==> config.mk <==
export PLATFORM = sky130hd
export DESIGN_NAME = mdu
export DESIGN_NICKNAME = d
export VERILOG_FILES = /design/src/rtl/mdu_pkg.sv /design/src/rtl/mdu_div.sv /design/src/rtl/mdu.sv
export SDC_FILE = /design/constraint.sdc
export NUM_CORES = 2
export LEC_CHECK = 0
export BUFFER_PORTS_ARGS = -buffer_cell sky130_fd_sc_hd__buf_2
export CORE_UTILIZATION = 55
export CTS_CLUSTER_DIAMETER = 30
export CTS_CLUSTER_SIZE = 8
export DETAILED_ROUTE_END_ITERATION = 8
export GPL_ROUTABILITY_DRIVEN = 0
export PLACE_DENSITY_LB_ADDON = 0.08
export REMOVE_ABC_BUFFERS = 1
export SETUP_SLACK_MARGIN = 0.3
export SLEW_MARGIN = 10
export SYNTH_ARGS = -nofsm -noshare
export SYNTH_HDL_FRONTEND = slang
export SYNTH_SLANG_ARGS = --single-unit
==> constraint.sdc <==
create_clock -name clk -period 2.6 [get_ports clk]
set_input_delay 0.26 -clock clk [delete_from_list [all_inputs] [get_ports clk]]
set_output_delay 0.26 -clock clk [all_outputs]
set_load 0.05 [all_outputs]
==> src/rtl/mdu_pkg.sv <==
// Shared encodings and defaults for the multiply/divide unit.
// Division support is compiled in only when MDU_DIV_EN is defined.
package mdu_pkg;

  localparam logic [2:0] MDU_NONE  = 3'd0;
  localparam logic [2:0] MDU_MULT  = 3'd1;
  localparam logic [2:0] MDU_MULTU = 3'd2;
  localparam logic [2:0] MDU_DIV   = 3'd3;
  localparam logic [2:0] MDU_DIVU  = 3'd4;
  localparam logic [2:0] MDU_MTHI  = 3'd5;
  localparam logic [2:0] MDU_MTLO  = 3'd6;

  localparam int MULT_LAT_DEF = 5;
  localparam int DIV_LAT_DEF  = 10;

  typedef enum logic {
    IDLE = 1'b0,
    RUN  = 1'b1
  } state_t;

endpackage

==> src/rtl/mdu_div.sv <==
// Combinational 32-bit signed/unsigned divider for the MDU.
// Handles divide-by-zero and the signed overflow case explicitly.
module mdu_div
  import mdu_pkg::*;
(
  input  logic [31:0] a,
  input  logic [31:0] b,
  input  logic        sgn,
  output logic [31:0] q,
  output logic [31:0] r,
  output logic        dz
);

  logic [31:0] ma, mb, uq, ur;
  logic        neg_q, neg_r;

  always_comb begin
    neg_q = sgn & (a[31] ^ b[31]);
    neg_r = sgn & a[31];
    ma    = (sgn & a[31]) ? -a : a;
    mb    = (sgn & b[31]) ? -b : b;
    dz    = (b == 32'd0);
    uq    = '0;
    ur    = '0;
    q     = '0;
    r     = '0;
    if (dz) begin
      q = '0;
      r = '0;
    end else if (sgn && a == 32'h8000_0000 && b == 32'hFFFF_FFFF) begin
      q = 32'h8000_0000;
      r = '0;
    end else begin
      // magnitude divide, then restore signs: truncation toward zero
      uq = ma / mb;
      ur = ma % mb;
      q  = neg_q ? -uq : uq;
      r  = neg_r ? -ur : ur;
    end
  end

endmodule

==> src/rtl/mdu.sv <==
// Execute-stage multiply/divide unit with architectural HI/LO.
// Define MDU_DIV_EN to build div/divu; otherwise they act as no-ops.
module mdu
  import mdu_pkg::*;
#(
  parameter int MULT_LAT = MULT_LAT_DEF,
  parameter int DIV_LAT  = DIV_LAT_DEF
) (
  input  logic        clk,
  input  logic        reset,
  input  logic        start,
  input  logic [2:0]  op,
  input  logic [31:0] A,
  input  logic [31:0] B,
  output logic        busy,
  output logic [31:0] hi,
  output logic [31:0] lo
);

  localparam int MAX_LAT = (MULT_LAT > DIV_LAT) ? MULT_LAT : DIV_LAT;
  localparam int CW =
    ($clog2(MAX_LAT + 1) > 4) ? $clog2(MAX_LAT + 1) : 4;

  state_t        state;
  logic [CW-1:0] cnt;
  logic [31:0]   hi_t, lo_t;
  logic          upd;
  logic          sx;
  logic [63:0]   prod;

  // low 64 bits of the extended product equal the signed product
  always_comb begin
    sx   = (op == MDU_MULT);
    prod = {{32{sx & A[31]}}, A} * {{32{sx & B[31]}}, B};
  end

`ifdef MDU_DIV_EN
  logic [31:0] quo, rem;
  logic        dz;

  mdu_div u_div (
    .a   (A),
    .b   (B),
    .sgn (op == MDU_DIV),
    .q   (quo),
    .r   (rem),
    .dz  (dz)
  );
`endif

  always_ff @(posedge clk or negedge reset) begin
    if (!reset) begin
      state <= IDLE;
      busy  <= 1'b0;
      cnt   <= '0;
      hi    <= '0;
      lo    <= '0;
      hi_t  <= '0;
      lo_t  <= '0;
      upd   <= 1'b0;
    end else begin
      case (state)
        IDLE: begin
          if (start) begin
            case (op)
              MDU_MULT, MDU_MULTU: begin
                hi_t  <= prod[63:32];
                lo_t  <= prod[31:0];
                upd   <= 1'b1;
                cnt   <= CW'(MULT_LAT);
                state <= RUN;
                busy  <= 1'b1;
              end
`ifdef MDU_DIV_EN
              MDU_DIV, MDU_DIVU: begin
                hi_t  <= rem;
                lo_t  <= quo;
                upd   <= ~dz;
                cnt   <= CW'(DIV_LAT);
                state <= RUN;
                busy  <= 1'b1;
              end
`endif
              MDU_MTHI: hi <= A;
              MDU_MTLO: lo <= A;
              default: ;
            endcase
          end
        end
        RUN: begin
          cnt <= cnt - 1'b1;
          if (cnt == CW'(1)) begin
            if (upd) begin
              hi <= hi_t;
              lo <= lo_t;
            end
            state <= IDLE;
            busy  <= 1'b0;
          end
        end
        default: begin
          state <= IDLE;
          busy  <= 1'b0;
        end
      endcase
    end
  end

endmodule
==> run summary <==
Crit path capture type - flop
R2R Path Start - cnt[1]
Fmax - 134 MHz
Io pins - 135
Clock root buffer - clkbuf_16
Area Overhead vs Synth - 24.2%
FF-to-FF path depth - 8
CTS Buffer Depth - 2
Critical path type - input pin to flop
Cells after synthesis - 4,754
Port Buf Inserts - 134
Final hold slack - 381 ps
Slowest-stage cell, CP - fa_1
Row count - 102
Final slew viol count - 0
Critical path data arrival time - 7770 ps
Core area - 77,700 µm²
Final net count - 6,730
Final setup vio count - 60
Htree depth - 4
R2R Path End - lo[19]
Fin crit period - 7490 ps
CTS tree - done
Worst R2R Setup Slack - 620 ps
Worst path max stage delay - 580 ps
Failing checks - negative setup slack
Finished Cell Area - 53,800 µm²
Worst-path clk slew - 70 ps
Worst Slack Setup Final - -4890 ps
Clock sink count - 135
Initial antenna violation count - 13
Final core occ - 0.692
Final Skew - 11.3 ps
Maxcap violations - 0
Layout cell share with drive strength beyond 1 - 0.237
Synth Register Bits - 135
Unrepaired setup endpoints after global routing - yes
Worst-path fanout max - 8
GRT overflow - 0
Post-DP Area - 49,000 µm²
Die area - 79,800 µm²
Die Wd - 283 µm
Pre-CTS setup slack - -5770 ps
Slew HR - 0.595
Worst Tran Pin Value - 608 ps
Worst skew pair latency - 440 ps
Sequential cell area fraction in the yosys report - 0.0780
Initial core utilization - 0.557
Total wire length - 131,000 µm
Number of flops mapped to enable cells by yosys - 0
Crit path max-delay family - adder cells
Drt drc - 0
Post-Syn Area per Cell - 9.11 µm²
Status - complete, but fails checks
Synth unique cells - 67
Cell Area, Synth - 43,300 µm²
GR Util All Layers - 0.339
Total CTS buffers - 17
Commonest non-fill, non-tap cell in the layout - inv_1
Ys async rst share - 1.00
First-pass detailed-route iteration total - 8
Largest net degree at the start of global routing - 101
CP dominant cell by count - fa_1
Final period util - 2.88
Most frequent cells in the layout - 1,073 x inv_1, 1,067 x fa_1, 824 x nand2_1
WP buf/inv - 6
WL/cell - 20.5 µm
CP startpoint kind - input pin
Vias - 33,900
Hold crit path type - input pin to async pin
ANT cells - 0
Initial detailed-routing violation count - 2,196
Final Hold Vio Count - 0
Yosys warns - 0
Post-detail-place hpwl - 106,000 µm
Vias in the first global route - 36,800
First-pass GRT wire length - 204,000 µm
Synth Flop Type - dfrtp_1
Vias per cell - 5.32
Crit path required time - 2880 ps
Stages on the worst setup path - 27
Routed Antenna Nets - 0
Die H - 283 µm
## cells by family (layout without fill, tap and decap cells)
| logic type | count (synthesis) | in the layout | synth area share |
|---|---|---|---|
| AOI/OAI and AO/OA | 391 | 391 | 0.0538 |
| xor gates and xnor gates | 75 | 75 | 0.0152 |
| adders and majority gates | 1339 | 1339 | 0.582 |
| buffers and inverters | 1393 | 1973 | 0.122 |
| DFF | 135 | 135 | 0.0780 |
| muxes | 5 | 5 | 0.00127 |
| and+or+nand+nor | 1416 | 1416 | 0.147 |
## per-layer routing
metal,wire [µm],GRT usage,vias to the layer above,share of wire
li1,-,-,14900,-
met1,50500,0.434,17600,0.39
met2,66400,0.592,1137,0.51
met3,7470,0.0361,304,0.057
met4,6340,0.129,8,0.049
met5,57,0,-,0.00044
## cells in the mapped netlist (all sizes together) (5+ instances only)
| cell type | number | area, µm² |
|---|---|---|
| o211ai | 6 | 50.1 |
| o31ai | 6 | 58.8 |
| o21bai | 11 | 82.6 |
| ha | 214 | 2680 |
| a21o | 31 | 235 |
| or2 | 8 | 50.1 |
| nor3 | 8 | 40.0 |
| clkbuf | 248 | 951 |
| nand3 | 17 | 90.1 |
| a31oi | 5 | 31.3 |
| o21a | 9 | 67.6 |
| nor2 | 125 | 469 |
| xnor2 | 50 | 438 |
| a21oi | 203 | 1020 |
| a211oi | 9 | 77.6 |
| nor2b | 36 | 225 |
| o21ai | 86 | 434 |
| buf | 6 | 55.1 |
| nand2 | 868 | 3260 |
| nand4 | 17 | 106 |
| and3 | 21 | 131 |
| dfrtp | 135 | 3380 |
| and2 | 295 | 1850 |
| fa | 1125 | 22500 |
| inv | 1136 | 4260 |
| xor2 | 25 | 219 |
## how the worst max path moves through the flow
stage | from | endpoint | slack (ps)
2_1_floorplan | op[1] | hi_t[29] | -6300
3_3_place_gp | op[1] | hi_t[29] | -5690
3_5_place_dp | op[1] | hi_t[29] | -5770
4_1_cts | op[2] | hi_t[29] | -4890
5_1_grt | op[1] | hi_t[29] | -5150
6_report | op[1] | hi_t[29] | -4890
## area by class of cell
| type | instances | area [µm²] |
|---|---|---|
| inverters | 1137 | 4270 |
| well taps | 1040 | 1300 |
| flip-flops and latches | 135 | 3380 |
| multi-input cells | 3226 | 36900 |
| fillers | 6052 | 24000 |
| clock buffers | 17 | 425 |
| clock inverters | 15 | 180 |
| repair buffers | 804 | 7350 |
## sequential cells by signal (all words and copies together), names as in the netlist
signal	count
hi_t	32
hi	32
busy	1
lo_t	32
lo	32
upd	1
cnt	4
state	1
## what timing repair did
item                                    CTS  global route
gates resized for setup                 604           148
setup buffers                            68            28
endpoints found under the hold margin    61             0
pin swaps                               283           121
endpoints found under the setup margin   61           124
gates cloned                              8             4
hold buffers                              1             0
## stage by stage
stage               setup TNS (ps)  cells
finish                     -223620   6374
global route               -234950   6374
CTS                        -219950   6342
detailed placement         -272890   6233
global placement           -270200   6233
floorplan                  -460630   4498
Power is left out: the tool's default activity adds up to more than one toggle a clock period on the data nets, which glitch-free logic cannot reach.
